## src/rtl/stopwatch_pkg.sv

```systemverilog
// Shared types and BCD digit helpers for the mm:ss stopwatch.
// Digit step functions return {carry_or_borrow, next_digit}; pure combinational, no flow control.
package stopwatch_pkg;

    typedef logic [3:0] bcd_t;

    localparam bcd_t SEC_T_MAX = 4'd5;
    localparam bcd_t BCD_MAX   = 4'd9;

    typedef enum logic [1:0] {
        RUN     = 2'd0,
        ADJ_SEC = 2'd1,
        ADJ_MIN = 2'd2
    } mode_t;

    typedef struct packed {
        bcd_t min_t;
        bcd_t min_o;
        bcd_t sec_t;
        bcd_t sec_o;
    } mmss_t;

    function automatic logic [4:0] bcd_inc(input bcd_t d, input bcd_t max);
        return (d >= max) ? {1'b1, 4'd0} : {1'b0, d + 4'd1};
    endfunction

    function automatic logic [4:0] bcd_dec(input bcd_t d, input bcd_t max);
        return (d == 4'd0) ? {1'b1, max} : {1'b0, d - 4'd1};
    endfunction

endpackage

```

## src/rtl/stopwatch_core_tick_div.sv

```systemverilog
// Free-running 0..DIV-1 divider with synchronous clear; tick is high while the count sits at DIV-1.
// Latency: tick combinational from the count register; lo_half reflects the next count. No backpressure.
module tick_div #(
    parameter int DIV = 2
) (
    input  logic clk,
    input  logic RESET,
    input  logic clr,
    output logic tick,
    output logic lo_half
);

    localparam int             W    = (DIV > 1) ? $clog2(DIV) : 1;
    localparam logic [W-1:0]   LAST = W'(DIV - 1);
    localparam logic [W:0]     HALF = (W+1)'(DIV / 2);

    logic [W-1:0] cnt;
    logic [W-1:0] cnt_n;

    always_comb begin
        cnt_n = (clr || cnt == LAST) ? '0 : cnt + W'(1);
    end

    // A clear outranks a coincident terminal count so a mode change never steps immediately.
    assign tick    = !clr && (cnt == LAST);
    assign lo_half = {1'b0, cnt_n} < HALF;

    always_ff @(posedge clk or posedge RESET) begin
        if (RESET) cnt <= '0;
        else       cnt <= cnt_n;
    end

endmodule

```

## src/rtl/stopwatch_core.sv

```systemverilog
// mm:ss stopwatch engine: run/adjust dividers, BCD up/down counting, pause, auto-stop, blink; optional lap hold (STOPWATCH_LAP_EN).
// Latency: every output registered, digits change the cycle after a tick. No backpressure; inputs sampled every cycle.
module stopwatch_core
    import stopwatch_pkg::*;
#(
    parameter int CLK_HZ  = 100_000_000,
    parameter int RUN_HZ  = 1,
    parameter int ADJ_HZ  = 2,
    parameter int MIN_MAX = 59
) (
    input  logic       clk,
    input  logic       RESET,
    input  logic       ADJ,
    input  logic       SEL,
    input  logic       DOWN,
    input  logic       PAUSE,
`ifdef STOPWATCH_LAP_EN
    input  logic       LAP,
    output logic       lap_hold,
`endif
    output logic [3:0] min_t,
    output logic [3:0] min_o,
    output logic [3:0] sec_t,
    output logic [3:0] sec_o,
    output logic       paused,
    output logic       tc,
    output logic       blink
);

    localparam int   RUN_DIV   = CLK_HZ / RUN_HZ;
    localparam int   ADJ_DIV   = CLK_HZ / ADJ_HZ;
    localparam bcd_t MIN_T_MAX = bcd_t'(MIN_MAX / 10);
    localparam bcd_t MIN_O_MAX = bcd_t'(MIN_MAX % 10);

    if (MIN_MAX < 1 || MIN_MAX > 99) begin : g_min_max_check
        $error("stopwatch_core: MIN_MAX must be within 1..99");
    end

    logic  adj_q, sel_q, chg;
    logic  run_tick, adj_tick, adj_lo_half;
    mmss_t cur, nxt;
    mode_t mode;
    logic  paused_n, tc_n;

    logic  so_c, st_c, mo_c, so_b, st_b, mo_b;
    bcd_t  so_up, st_up, mo_up, so_dn, st_dn, mo_dn;
    logic  min_top, at_zero, at_one;
    bcd_t  min_up_t, min_up_o;

    assign chg = (ADJ != adj_q) || (SEL != sel_q);

    tick_div #(.DIV(RUN_DIV)) u_run_div (
        .clk(clk), .RESET(RESET), .clr(chg), .tick(run_tick), .lo_half()
    );

    tick_div #(.DIV(ADJ_DIV)) u_adj_div (
        .clk(clk), .RESET(RESET), .clr(chg), .tick(adj_tick), .lo_half(adj_lo_half)
    );

    assign {so_c, so_up} = bcd_inc(cur.sec_o, BCD_MAX);
    assign {st_c, st_up} = bcd_inc(cur.sec_t, SEC_T_MAX);
    assign {mo_c, mo_up} = bcd_inc(cur.min_o, BCD_MAX);
    assign {so_b, so_dn} = bcd_dec(cur.sec_o, BCD_MAX);
    assign {st_b, st_dn} = bcd_dec(cur.sec_t, SEC_T_MAX);
    assign {mo_b, mo_dn} = bcd_dec(cur.min_o, BCD_MAX);

    assign min_top  = (cur.min_t == MIN_T_MAX) && (cur.min_o == MIN_O_MAX);
    assign at_zero  = (cur == '0);
    assign at_one   = (cur == mmss_t'(16'h0001));
    assign min_up_o = min_top ? 4'd0 : mo_up;
    assign min_up_t = min_top ? 4'd0 : (mo_c ? cur.min_t + 4'd1 : cur.min_t);

    always_comb begin
        mode     = !ADJ ? RUN : (SEL ? ADJ_MIN : ADJ_SEC);
        nxt      = cur;
        paused_n = paused ^ PAUSE;
        tc_n     = 1'b0;
        unique case (mode)
            RUN: begin
                // The tick tests the pre-toggle paused value.
                if (run_tick && !paused) begin
                    if (!DOWN) begin
                        nxt.sec_o = so_up;
                        if (so_c) begin
                            nxt.sec_t = st_up;
                            if (st_c) begin
                                nxt.min_o = min_up_o;
                                nxt.min_t = min_up_t;
                                tc_n      = min_top;
                            end
                        end
                    end else if (!at_zero) begin
                        nxt.sec_o = so_dn;
                        if (so_b) begin
                            nxt.sec_t = st_dn;
                            if (st_b) begin
                                nxt.min_o = mo_dn;
                                if (mo_b) nxt.min_t = cur.min_t - 4'd1;
                            end
                        end
                        if (at_one) begin
                            tc_n     = 1'b1;
                            paused_n = 1'b1;
                        end
                    end
                end
            end
            ADJ_SEC: begin
                if (adj_tick) begin
                    nxt.sec_o = so_up;
                    if (so_c) nxt.sec_t = st_up;
                end
            end
            ADJ_MIN: begin
                if (adj_tick) begin
                    nxt.min_o = min_up_o;
                    nxt.min_t = min_up_t;
                end
            end
            default: ;
        endcase
    end

    always_ff @(posedge clk or posedge RESET) begin
        if (RESET) begin
            cur    <= '0;
            paused <= 1'b0;
            tc     <= 1'b0;
            blink  <= 1'b0;
            adj_q  <= 1'b0;
            sel_q  <= 1'b0;
        end else begin
            cur    <= nxt;
            paused <= paused_n;
            tc     <= tc_n;
            blink  <= ADJ & adj_lo_half;
            adj_q  <= ADJ;
            sel_q  <= SEL;
        end
    end

`ifdef STOPWATCH_LAP_EN
    mmss_t lap_q, disp;
    logic  hold_n, grab;

    assign grab   = LAP && !lap_hold;
    assign hold_n = ADJ ? 1'b0 : (LAP ? !lap_hold : lap_hold);

    always_ff @(posedge clk or posedge RESET) begin
        if (RESET) begin
            lap_q    <= '0;
            lap_hold <= 1'b0;
            disp     <= '0;
        end else begin
            if (grab) lap_q <= cur;
            lap_hold <= hold_n;
            disp     <= hold_n ? (grab ? cur : lap_q) : nxt;
        end
    end

    assign {min_t, min_o, sec_t, sec_o} = disp;
`else
    assign {min_t, min_o, sec_t, sec_o} = cur;
`endif

endmodule

```

## config.mk

```make
export PLATFORM = sky130hd
export DESIGN_NAME = stopwatch_core
export DESIGN_NICKNAME = d
export VERILOG_FILES = /design/src/rtl/stopwatch_pkg.sv /design/src/rtl/stopwatch_core_tick_div.sv /design/src/rtl/stopwatch_core.sv
export SDC_FILE = /design/constraint.sdc
export NUM_CORES = 1
export LEC_CHECK = 0
export CAP_MARGIN = 20
export CORE_UTILIZATION = 60
export DETAILED_ROUTE_END_ITERATION = 10
export PLACE_DENSITY = 0.87
export SLEW_MARGIN = 20
export SYNTH_ARGS = -nofsm -noshare
export SYNTH_HDL_FRONTEND = slang
export SYNTH_HIERARCHICAL = 1
export SYNTH_SLANG_ARGS = --single-unit
```

## constraint.sdc

```tcl
create_clock -name clk -period 6.1 [get_ports clk]
set_clock_uncertainty 0.15 [all_clocks]
set_input_delay 1.22 -clock clk [delete_from_list [all_inputs] [get_ports clk]]
set_output_delay 1.22 -clock clk [all_outputs]
set_load 0.05 [all_outputs]
```

==> run summary, run 1 <==
Setup fix buffers added after clock tree synthesis: 0. The tools report the count of clock tree sinks as 74. The detail route stage leaves a number of antenna-violating nets equal to 0. The initial utilization of the core area, before any placement, comes to 62.35%.

Max-cap violations in this run came to 0. The critical path data arrival time came out at 4.14 ns. STA classifies the critical path endpoint as a flop. For this run, the detailed router's first-pass iteration total came to 5. Gates resized during post-CTS repair numbered 0.

The reported leakage power was 2.191 nW; the net count after synthesis was 554. The count of pins over their slew limit is 0, and the yosys synthesis warning count is 6. Input and output buffers added on the ports amount to 24. The class of the most critical setup path was input port to flop.

From left edge to right edge, the die measures 91.62 µm. At the placement stage, the worst setup path has a slack of 1.738 ns. The first global-routing pass estimated 18290 µm of wire.

The run gives 0.9084 as the global placement routability congestion. The time the final worst path needs with I/O delays and setup was 4.019 ns. In the final timing run, aggregate negative setup slack is 0 ns. Layout overhead on the synthesized area: 10.34%. In this run the vertical extent of the chip is 91.62 µm.

The via count of the first global-routing pass is 3914, and the number of remaining DRC errors is 0. Classification of the worst-slack hold path: flop to flop. For the relative slew slack, the log shows 43.48%.

Setup repair after global routing left no endpoint under its margin. The tree is rooted in a clkbuf_8. The logs give 532 for the cell count after synthesis and 0.008393 mm² for the die outline area. The required time at the worst-slack endpoint was 6.22 ns. The number of antenna violations at the first check in global routing is 0. Static timing analysis puts the maximum clock frequency at 248.8 MHz. Type of origin of the critical path: an input port. The site row count was 32; the detail-routed net length per standard cell was 16.78 µm. The number of endpoints with negative hold slack in the final report was 0.

TritonCTS built the clock tree. The clock passes through at most 2 buffers. The average instance in the mapped netlist occupies 9.057 µm². The power density relative to cell area works out to 196.5 mW/mm². Wires add up to 10920 µm.

The maximum number of pins on one net before global-route repair is 28. The number of hold buffers added after cts is 0, and the number of vias per cell is 6.386. In this run the worst path has a maximum fanout of 10. The net count of the finished layout is 566.

The number of antenna diodes in the final layout is 0. The overall fraction of global-route tracks in use was 27.31%. For this block, the initial DRC count from the detailed router was 302. The top-level port count came out at 25. The period utilization is 65.88%, and the share of layout cells above drive strength 1 is 10.56%. The H-tree generated during clock tree synthesis spans 3 levels. The library cell used most frequently in the layout, excluding fill and tap cells, is dfrtp_1. Summed over all layers, the global routing overflow is 0. The total clock buffers created by CTS is 9, and the placeable core region is 0.007727 mm².

After clock tree synthesis, the clock-pin slew on the worst setup and hold paths is 0.08 ns. The logs give 0.35 ns for the clock latency at the later pin of the worst-skew pair and 0 for the setup-violating endpoint count in the final report. The mapped netlist covers 0.004818 mm².

Across all layers, the routed design uses 4157 vias. The actual slew at the worst max-slew pin is 0.8469 ns. The half-perimeter wire length after detailed placement came out at 7478 µm.

The top cell types in the final layout, fill and taps aside, are 74 x dfrtp_1, 68 x nor2_1, 29 x nand3_1. For the worst setup slack after layout, the log shows 2.081 ns. VDD sags by at most 0.1222 mV. The run finished with clean final reports.
[per-stage QoR]
stage          instance area [µm²]  std cells  total power, mW  hold WS [ns]  utilization, %
5_1_grt                       5316        651            1.079        0.3924           68.80
2_1_floorplan                 4818        532           0.5899        0.3179               -
4_1_cts                       5289        650            1.047        0.3715           68.44
3_5_place_dp                  5064        634           0.6179        0.3607           65.53
6_report                      5316        651            1.045        0.3742           68.80
3_3_place_gp                  5064        634           0.6133        0.3399           65.53
[state kept, by name (all words and copies together) (netlist names), 4 cells and up]
register	count
u_run_div/cnt	27
min_o	4
min_t	4
sec_t	4
u_adj_div/cnt	26
sec_o	4
[report_power, final]
group	switching, mW	leakage [nW]	internal (mW)
logic	0.0689	1.07	0.0325
registers	0.0121	1.00	0.498
clock network	0.191	0.117	0.242
total	0.272	2.19	0.772
[path summary, 6_finish.rpt]
kind                                      to  depth (start not counted)        startpoint  slack, ns
setup / recovery                    sec_t[0]                          9               ADJ       2.08
hold / removal                        paused                          1            paused       0.37
setup reg to reg                    sec_t[0]                          8  u_run_div/cnt[8]       2.41
hold reg to reg                       paused                          1            paused       0.37
max in group asynchronous              blink                          2             RESET       3.93
min in group asynchronous  u_adj_div/cnt[20]                          2             RESET       1.13
[critical path, cell delays in order]
cell	delay [ns]
clkdlybuf4s50_1	0.67
xnor2_1	0.17
nand2_1	0.18
nor4_1	0.43
or3b_1	0.46
a2111oi_2	0.43
a41oi_4	0.11
or3_1	0.39
o21ai_1	0.08
[routing by layer]
layer | track usage [%] | routed length (µm) | up-vias
met1 | 35.17 | 4598 | 2027
met2 | 45.80 | 5544 | 154
met4 | 12.96 | 303 | 0
li1 | - | - | 1945
met5 | 0 | 0 | -
met3 | 3.400 | 478 | 31
[cell type report]
cell class	instances	area [µm²]
Multi-Input combinational cell	406	2735
Fill cell	577	2411
Sequential cell	74	1852
Timing Repair Buffer	26	275.3
Clock buffer	10	137.6
Tap cell	102	127.6
Inverter	27	101.3
Clock inverter	6	87.58
(Power assumes the default switching activity.)
==> run 2: changes to the inputs <==
--- a/config.mk
+++ b/config.mk
@@ -6,9 +6,9 @@
 export NUM_CORES = 1
 export LEC_CHECK = 0
 export CAP_MARGIN = 20
-export CORE_UTILIZATION = 60
+export CORE_UTILIZATION = 55
 export DETAILED_ROUTE_END_ITERATION = 10
-export PLACE_DENSITY = 0.87
+export PLACE_DENSITY = 0.84
 export SLEW_MARGIN = 20
 export SYNTH_ARGS = -nofsm -noshare
 export SYNTH_HDL_FRONTEND = slang
==> constraint.sdc (replaced) <==
create_clock -name clk -period 3.6 [get_ports clk]
set_clock_uncertainty 0.15 [all_clocks]
set_input_delay 0.72 -clock clk [delete_from_list [all_inputs] [get_ports clk]]
set_output_delay 0.72 -clock clk [all_outputs]
set_load 0.05 [all_outputs]
==> run 2 against run 1 <==
Net effect:
- sequential share of layout area grew 0.16 points
- setup slack worse by 1.9 ns
- sequential power increased by 70%
==> run summary, run 2 (synthesis gave the netlist of run 1 again) <==
The count of max-cap constraint violations was 0 (unchanged). The register-to-register path setup slack was 0.15 ns (was 2.41 ns); the period utilization was 95.80%. Time the final worst path needs with I/O delays and setup: 3.449 ns. The global placement routability congestion is 0.8990 (was 0.9084). The die outline area came out at 0.009139 mm² (was 0.008393 mm²). The flip-flop count of the largest register, all copies and words added works out to 27 (unchanged).

The power density relative to cell area came out at 301.5 mW/mm² (was 196.5 mW/mm²). Registers with the highest flip-flop counts: u_run_div/cnt (27), u_adj_div/cnt (26) (unchanged). The worst reg2reg path depth works out to 8 (unchanged). The antenna diode instance count was 0 (unchanged); the number of levels the H-tree was split into was 3 (unchanged). The logs give 17490 µm (was 18290 µm) for the wire length of the first global-routing pass and 0.008341 mm² (was 0.007727 mm²) for the placeable core region.

The clock latency at the later pin of the worst-skew pair came out at 0.34 ns (was 0.35 ns). The tools report the total clock buffers created by CTS as 9 (unchanged). The global route total overflow is 0 (unchanged). The clock transition at the register clock pins on the worst setup and hold paths after CTS is 0.07 ns (was 0.08 ns), and the count of pins over their slew limit is 0 (unchanged). The overall fraction of global-route tracks in use was 24.72% (was 27.31%); the largest buffer count on any clock path was 2 (unchanged). The type of origin of the critical path was a flop (was an input port). The leading cell type in the layout, fill and taps excluded is dfrtp_1 (unchanged). The required time at the worst-slack endpoint was 3.72 ns (was 6.22 ns); the total length of routed wires was 10530 µm (was 10920 µm). The site row count came out at 33 (was 32). The number of remaining DRC errors is 0 (unchanged). The flow ran to the end, and the final reports show no timing, DRC or antenna violations. The launching point of the worst reg2reg path was u_run_div/cnt[9] (was u_run_div/cnt[8]).

Maximum net fanout on the critical path: 8 (was 10). The relative slew slack was 34.90% (was 43.48%); the detail-routed net length per standard cell was 16.04 µm (was 16.78 µm). Setup repair after global routing left no endpoint under its margin.

The run gives 0 (unchanged) as the number of endpoints with negative hold slack in the final report. The largest voltage drop on the vdd net was 0.2812 mV (was 0.1222 mV). Die height: 95.60 µm (was 91.62 µm).

CTS root buffer: clkbuf_8 (unchanged). The routed via count came out at 4021 (was 4157). The remaining antenna violation count after routing was 0 (unchanged). The critical path data arrival time was 3.57 ns (was 4.14 ns); the reported leakage power was 2.171 nW (was 2.191 nW). The number of hold buffers added after cts is 0 (unchanged).

The setup-violating endpoint count in the final report was 0 (unchanged). The number of antenna violations at the first check in global routing came out at 0 (unchanged). The classification of the worst-slack hold path was flop to flop (unchanged). The number of vias per cell is 6.130 (was 6.386), and the actual slew at the worst max-slew pin is 0.9705 ns (was 0.8469 ns). The half-perimeter wire length after detailed placement came out at 7588 µm (was 7478 µm).

For the net count of the finished layout, the log shows 571 (was 566). TritonCTS built the clock tree. Commonest cells after routing, fill and taps aside: 74 x dfrtp_1, 68 x nor2_1, 29 x nand3_1 (unchanged). The tools report the destination of the worst hold path as u_run_div/cnt[0] (was paused). The layout overhead on the synthesized area was 9.842% (was 10.34%). The count of buffers inserted at the top-level ports was 24 (unchanged); the final setup TNS was 0 ns (unchanged). The tools report the type of element capturing the critical path as a flop (unchanged). Class of the most critical setup path: flop to flop (was input port to flop). The maximum number of pins on one net before global-route repair was 28 (unchanged). The tools report the launch instance of the worst min-delay path as u_run_div/cnt[0] (was paused). The detailed-routing iteration count for the pre-antenna-repair pass was 5 (unchanged); the share of layout cells above drive strength 1 was 10.71% (was 10.56%). The via count of the first global-routing pass was 3740 (was 3914). The top-level port count was 25 (unchanged); the x dimension of the die was 95.60 µm (was 91.62 µm). The post-place instance area is 0.005112 mm² (was 0.005064 mm²), and the count of clock tree sinks is 74 (unchanged).

The peak clock frequency supported by timing was 290.0 MHz; the effective utilization at floorplan was 57.77% (was 62.35%). The count of cells along the worst hold path is 1 (unchanged), and the post-layout instance area is 0.005293 mm² (was 0.005316 mm²). The number of design-rule violations left by the first detailed-router iteration came out at 226 (was 302). The endpoint of the worst register-to-register path is sec_t[0] (unchanged). Register with the most flip-flops: u_run_div/cnt (unchanged).
==> run 2: timing repair <==
action                     4_1_cts  5_1_grt
buffers inserted                 0        0
resized for setup                0        3
setup endpoints to repair        0        3
==> run 2: layer usage <==
layer	vias to the layer above	routed length [µm]	GRT usage, %
li1	1950	-	-
met1	1939	4723	32.33
met2	123	5153	40.54
met3	9	559	5.981
met4	0	89	7.463
met5	-	0	0
==> run 2: critical path, cell delays in order (launching register included) <==
cell and delay [ns]:
dfrtp_1 0.42, or4_1 0.51, or4_4 0.58, nor4_2 0.32, or3b_4 0.45, a2111oi_4 0.37
a41oi_4 0.11, or3_1 0.39, o21ai_1 0.08
==> run 2: how the worst max path moves through the flow <==
stage                     to  slack [ns]             start  depth (start not counted)
floorplan           sec_t[0]        0.25  u_run_div/cnt[8]                          8
global placement    sec_t[0]        0.16  u_run_div/cnt[9]                          8
detailed placement  sec_t[0]        0.07  u_run_div/cnt[9]                          8
CTS                 sec_t[0]        0.05  u_run_div/cnt[9]                          8
global route        sec_t[0]        0.01  u_run_div/cnt[9]                          8
finish              sec_t[0]        0.15  u_run_div/cnt[9]                          8
==> run 2: through the flow <==
step | hold WS (ns) | cells | utilization (%) | power (mW) | worst slack (ns)
global route | 0.3992 | 656 | 63.46 | 1.660 | 0.01134
global placement | 0.3422 | 643 | 61.30 | 1.048 | 0.1648
CTS | 0.3694 | 656 | 63.20 | 1.612 | 0.04889
finish | 0.3692 | 656 | 63.46 | 1.596 | 0.1512
detailed placement | 0.3509 | 643 | 61.30 | 1.053 | 0.06661
floorplan | 0.3179 | 532 | - | 0.9995 | 0.2521
==> run 2: layout make-up <==
type / instances / area, µm²
Tap cell: 105 / 131.4
Inverter: 27 / 101.3
Timing Repair Buffer: 31 / 292.8
Clock buffer: 13 / 158.9
Fill cell: 703 / 3048
Multi-Input combinational cell: 406 / 2756
Sequential cell: 74 / 1852
==> run 2: where the power goes <==
part | switching [mW] | internal [mW]
registers | 0.0212 | 0.844
clock network | 0.278 | 0.277
logic | 0.118 | 0.0573
==> run 3: changes to the inputs <==
==> constraint.sdc (replaced) <==
create_clock -name clk -period 3.6 [get_ports clk]
set_clock_uncertainty 0.15 [all_clocks]
set_input_delay 0.72 -clock clk [delete_from_list [all_inputs] [get_ports clk]]
set_output_delay 0.72 -clock clk [all_outputs]
set_load 0.1 [all_outputs]
==> run 3 against run 2 <==
Net effect:
- total power increased by 14%
- sequential power barely moved
- wire length is 1.8% higher
- critical endpoint unchanged
- register-to-register slack lost 0.04 ns
- setup slack got worse by 0.038 ns
==> run summary, run 3 (synthesis gave the netlist of run 1 again) <==
The run finished with clean final reports. Register with the most flip-flops: u_run_div/cnt (unchanged). The leading cell type in the layout, fill and taps excluded is dfrtp_1 (unchanged). The worst hold slack came out at 0.3695 ns (was 0.3692 ns).

The count of max-cap constraint violations is 0 (unchanged), and the worst reg2reg path depth is 8 (unchanged). The number of antenna violations at the first check in global routing is 0 (unchanged), and the final cell count without fillers is 659 (was 656). The logs give 35.21% (was 34.90%) for the relative slew slack and 571 (unchanged) for the net count of the finished layout. Peak per-stage delay on the critical path: 0.58 ns (about the same).

The share of layout cells above drive strength 1 came out at 14.62% (was 10.71%). The period utilization was 96.84% (was 95.80%). Launching point of the worst reg2reg path: u_run_div/cnt[9] (unchanged). The logs give 18000 µm (was 17490 µm) for the wire length of the first global-routing pass and 9 (unchanged) for the total clock buffers created by CTS.

The actual slew at the worst max-slew pin was 0.9688 ns (was 0.9705 ns); the overall fraction of global-route tracks in use was 25.14% (was 24.72%). The logs give 0 (unchanged) for the antenna diode instance count and 0 (unchanged) for the count of pins over their slew limit. The effective utilization at floorplan is 57.77% (unchanged). The number of remaining DRC errors was 0 (unchanged); the count of cells along the worst hold path was 1 (unchanged). The run gives 478.0 µW (was 417.0 µW) as the net switching power. Destination of the worst hold path: u_run_div/cnt[0] (unchanged). The logs give 0.8786 (was 0.8990) for the global placement routability congestion and 0 (unchanged) for the setup-violating endpoint count in the final report. The global route total overflow was 0 (unchanged). Class of the most critical setup path: flop to flop (unchanged). The sum of internal, switching and leakage power was 1.822 mW (was 1.596 mW); the clock transition at the register clock pins on the worst setup and hold paths after CTS was 0.08 ns (was 0.07 ns).

The reported leakage power was 2.233 nW (was 2.171 nW). The logs give 0.008341 mm² (unchanged) for the placeable core region and 63.86% (was 63.46%) for the core occupancy in the finished layout. The run gives 0.2181 mV (was 0.2812 mV) as the largest voltage drop on the vdd net.

The maximum number of pins on one net before global-route repair came out at 28 (unchanged). The buffers plus inverters on the worst setup path works out to 0 (unchanged). The run gives 3886 (was 3740) as the via count of the first global-routing pass. The internal power summed over all cells is 1.344 mW (was 1.179 mW), and the power density relative to cell area is 342.1 mW/mm² (was 301.5 mW/mm²). The die height was 95.60 µm (unchanged). The run gives 0.11 ns (was 0.15 ns) as the register-to-register path setup slack. The tools report the routed via count as 4153 (was 4021). Commonest cells after routing, fill and taps aside: 74 x dfrtp_1, 68 x nor2_1, 29 x nand3_1 (unchanged).

The flip-flop count of the largest register, all copies and words added works out to 27 (unchanged). The relative contribution of sequential cells to total power is 47.4% (was 54.2%). The detailed-routing iteration count for the pre-antenna-repair pass came out at 5 (unchanged). The site row count was 33 (unchanged); the remaining antenna violation count after routing was 0 (unchanged). The time the final worst path needs with I/O delays and setup is 3.486 ns (was 3.449 ns), and the half-perimeter wire length after detailed placement is 7529 µm (was 7588 µm). The clock latency at the later pin of the worst-skew pair is 0.34 ns (about the same), and the number of hold buffers added after cts is 0 (unchanged). The CTS root buffer was clkbuf_8 (unchanged). The x dimension of the die is 95.60 µm (unchanged). The number of levels the H-tree was split into is 3 (unchanged).

The run gives 3.61 ns (was 3.57 ns) as the critical path data arrival time. The maximum net fanout on the critical path came out at 8 (unchanged). The tools report the count of clock tree sinks as 74 (unchanged). Registers with the highest flip-flop counts: u_run_div/cnt (27), u_adj_div/cnt (26) (unchanged). The classification of the worst-slack hold path is flop to flop (unchanged). The count of buffers inserted at the top-level ports was 24 (unchanged); the detail-routed net length per standard cell was 16.25 µm (was 16.04 µm). TritonCTS built the clock tree. Peak clock frequency supported by timing: 286.8 MHz (was 290.0 MHz).

The number of vias per cell is 6.302 (was 6.130), and the number of design-rule violations left by the first detailed-router iteration is 381 (was 226). The logs give 3.73 ns (was 3.72 ns) for the required time at the worst-slack endpoint and 25 (unchanged) for the top-level port count. For the combinational group share of total power, the log shows 11.0% (about the same). Sequence of cells on the critical path: or4_1, or4_4, nor4_2, or3b_1, a2111oi_4, a41oi_4, or3_1, o21ai_1 (was or4_1, or4_4, nor4_2, or3b_4, a2111oi_4, a41oi_4, or3_1, o21ai_1). The run gives 0 (unchanged) as the number of endpoints with negative hold slack in the final report. The tools report the launch instance of the worst min-delay path as u_run_div/cnt[0] (unchanged).

The tools report the type of element capturing the critical path as a flop (unchanged). Switching part of the total: 26.23% (was 26.13%). The cell with the largest stage delay on the worst path is or4_4 (unchanged). The proportion of power drawn by the clock network is 41.5% (was 34.8%).

Number of cells in the design after placement: 643 (unchanged). The logs give 2 (unchanged) for the largest buffer count on any clock path and 0.009139 mm² (unchanged) for the die outline area. The tools report the type of origin of the critical path as a flop (unchanged).

The tools report the endpoint of the worst register-to-register path as sec_t[0] (unchanged). The origin of the worst setup path is u_run_div/cnt[9] (unchanged). The category of cells accounting for the largest share of critical-path delay was simple AND/OR/NAND/NOR gates (unchanged). The layout overhead on the synthesized area was 10.54% (was 9.842%); the total length of routed wires was 10710 µm (was 10530 µm).
[run 3: cell count changes in the layout (fill, tap and decap cells not counted), moves of 2 or more]
| cell | previous run | this run |
|---|---|---|
| clkbuf_1 | 2 | 0 |
| buf_4 | 7 | 24 |
| bufinv_16 | 0 | 2 |
| clkdlybuf4s50_1 | 24 | 7 |
[run 3: through the flow]
stage	setup WS (ns)	setup TNS, ns	cell area (µm²)
after global routing	-0.01012	-0.01012	5326
after CTS	0.04057	0	5308
final	0.1137	0	5326
after detailed placement	0.06859	0	5070
after global placement	0.1633	0	5070
after floorplan	0.2495	0	4818
[run 3: power by group through the flow]
stage	logic [mW]	clock network [mW]	registers (mW)
detailed placement	0.200	0	0.880
finish	0.201	0.756	0.865
global route	0.217	0.817	0.867
floorplan	0.100	0	0.928
global placement	0.195	0	0.879
CTS	0.201	0.775	0.864
[run 3: cell type report]
type	instances	area (µm²)
clock buffer	12	165.2
clock inverter	4	72.57
fill	684	3014
inverter	27	101.3
multi-input combinational	406	2754
sequential	74	1852
tap	105	131.4
timing repair buffer	31	250.2
[run 3: how the worst max path moves through the flow]
stage / endpoint / cells after the start / slack, ns
after detailed placement: sec_t[0] / 8 / 0.07
after floorplan: sec_t[0] / 8 / 0.25
after global routing: sec_t[0] / 8 / -0.01
final: sec_t[0] / 8 / 0.11
after global placement: sec_t[0] / 8 / 0.16
after CTS: sec_t[0] / 8 / 0.04
[run 3: timing repair]
item,CTS,global route
gates resized for setup,0,2
endpoints found under the setup margin,0,3
buffers inserted,0,0
[run 3: worst register-to-register path, delay by kind of cell (launching register included)]
kind / cells / cell delay, ns
AOI/OAI and AO/OA: 3 / 0.55
DFF: 1 / 0.42
and+or+nand+nor: 5 / 2.29
[run 3: metal layers]
metal	wire length [µm]	vias up	GRT usage (%)
met5	0	-	0
met4	163	0	9.328
met3	596	19	5.263
met2	5192	142	40.77
met1	4760	2034	33.08
li1	-	1958	-
==> edit: new RTL, flow settings as in run 2 <==
The option `STOPWATCH_LAP_EN` is turned on by a define.
--- a/src/rtl/stopwatch_core.sv
+++ b/src/rtl/stopwatch_core.sv
@@ -2,2 +2,4 @@
 // Latency: every output registered, digits change the cycle after a tick. No backpressure; inputs sampled every cycle.
+`define STOPWATCH_LAP_EN
+
 module stopwatch_core
Interface: changed (added LAP and lap_hold); port bits go from 25 to 27. No check against the original RTL was run, so the function may have changed too.
==> edit against run 2 <==
The run now ends with DRC left. Wire length increased by 47%. Area after synthesis is 36% higher. Power rose by 84%. Hold slack lost 0.024 ns. Utilization decreased by 0.21 points. Sequential cell count up 33. Design area is 38% higher. Global-route usage rose by 1.8 points. Worst setup slack improved by 0.053 ns. Critical endpoint is now min_t[3]$_DFF_PP0_.
==> edit: results (changes against run 2) <==
- Clk buf depth: 2 (unchanged)
- Min-delay worst type: flop to flop (unchanged)
- Routed wire length: 15500 um (was 10530 um)
- DR iter-0 viols: 391 (was 226)
- Warnings from Yosys: 6 (unchanged)
- Fin nets: 754 (was 571)
- DPL Wire Length: 11110 um (was 7588 um)
- Worst slack at placement: 0.07486 ns (was 0.06661 ns)
- Initial DRT Pass Iterations: 8 (was 5)
- Synth Net Count: 735 (was 554)
- Worst skew pair latency: 0.35 ns
- Initial antenna violation count: 0 (unchanged)
- Post-CTS Setup Bufs: 0 (unchanged)
- Post_cts resized: 0 (unchanged)
- Root buffer cell: clkbuf_16 (was clkbuf_8)
- DR DRC count: 2 (was 0)
- Ant. Diodes: 0 (unchanged)
- Routability congestion estimate: 0.9356 (was 0.8990)
- Slowest CP cell: or4_4 (unchanged)
- Critical path peak fanout: 9 (was 8)
- Htree depth: 3 (unchanged)
- Failing checks: DRC
- Largest net degree at the start of global routing: 55 (was 28)
- Via count of the first global-routing pass: 5530 (was 3740)
- Filler cells: 962 (was 703)
- Via density: 6.408 (was 6.130)
- Worst slew pin tran: 0.9661 ns (was 0.9705 ns)
- Tot GR Track Use: 26.55% (was 24.72%)
- First-pass GRT wire length: 26630 um (was 17490 um)
- Worst path top cell family by delay: simple AND/OR/NAND/NOR gates (unchanged)
- Slowest stage delay, CP: 0.58 ns (about the same)
- IO Port Bufs: 26 (was 24)
- Clk slew on worst S/H paths: 0.07 ns (about the same)
- Share of cells above drive strength 1: 13.72% (was 10.71%)
- Worst vdd ir: 0.3486 mV (was 0.2812 mV)
- Leak pwr: 2.981 nW (was 2.171 nW)
- Placed cell count: 863 (was 643)
- Arr. time, crit path: 3.48 ns (was 3.57 ns)
- Cell count after synthesis: 712 (was 532)
- Total CTS buffers: 9 (unchanged)
- Top flop regs: u_run_div/cnt (27), u_adj_div/cnt (26) (unchanged)
- Status: finished, violations left (was finished clean)
- WL/cell: 17.63 um (was 16.04 um)
## edit: metrics by stage
step	total power [mW]	area, um^2
finish	2.941	7283
global route	3.077	7283
CTS	2.962	7263
detailed placement	2.023	6980
global placement	2.008	6980
floorplan	1.833	6573
## edit: report_power, final
| part | internal [mW] | switching [mW] | leakage (nW) |
|---|---|---|---|
| logic | 0.233 | 0.399 | 1.46 |
| clock network | 0.508 | 0.427 | 0.128 |
| registers | 1.29 | 0.0875 | 1.39 |
## edit: routing by layer
| layer | track usage [%] | wire length [um] | share of wire, % | vias up |
|---|---|---|---|---|
| met5 | 0 | 0 | 0 | - |
| met4 | 11.62 | 466 | 3.0 | 0 |
| met3 | 4.046 | 823 | 5.3 | 41 |
| met2 | 44.88 | 7758 | 50 | 201 |
| met1 | 33.89 | 6448 | 42 | 2775 |
| li1 | - | - | - | 2616 |
## edit: final timing paths
| path | startpoint | end | slack, ns | cells past startpoint |
|---|---|---|---|---|
| setup / recovery | u_run_div/cnt[9]$_DFF_PP0_ | min_t[3]$_DFF_PP0_ | 0.20 | 8 |
| hold / removal | lap_q[6]$_DFF_PP0_ | lap_q[6]$_DFF_PP0_ | 0.35 | 1 |
| setup reg to reg | u_run_div/cnt[9]$_DFF_PP0_ | min_t[3]$_DFF_PP0_ | 0.20 | 8 |
| hold reg to reg | lap_q[6]$_DFF_PP0_ | lap_q[6]$_DFF_PP0_ | 0.35 | 1 |
| max in group asynchronous | RESET | lap_q[3]$_DFF_PP0_ | 2.02 | 3 |
| min in group asynchronous | RESET | u_adj_div/cnt[3]$_DFF_PP0_ | 0.74 | 2 |
## edit: cell type report
class,count,area [um^2],share of cell area (%)
Clock buffer,13,260.3,3.573
Clock inverter,3,22.52,0.3092
Timing Repair Buffer,46,410.4,5.635
Inverter,31,116.4,1.598
Tap cell,143,178.9,2.457
Multi-Input combinational cell,536,3617,49.66
Sequential cell,107,2678,36.76
## edit: worst register-to-register path, stage by stage, from the launching register on
cell	delay [ns]
dfrtp_1	0.43
or4_1	0.52
or4_4	0.58
nor4_2	0.31
nor2b_2	0.28
buf_4	0.20
nor3_1	0.06
or4_4	0.49
mux2_2	0.27
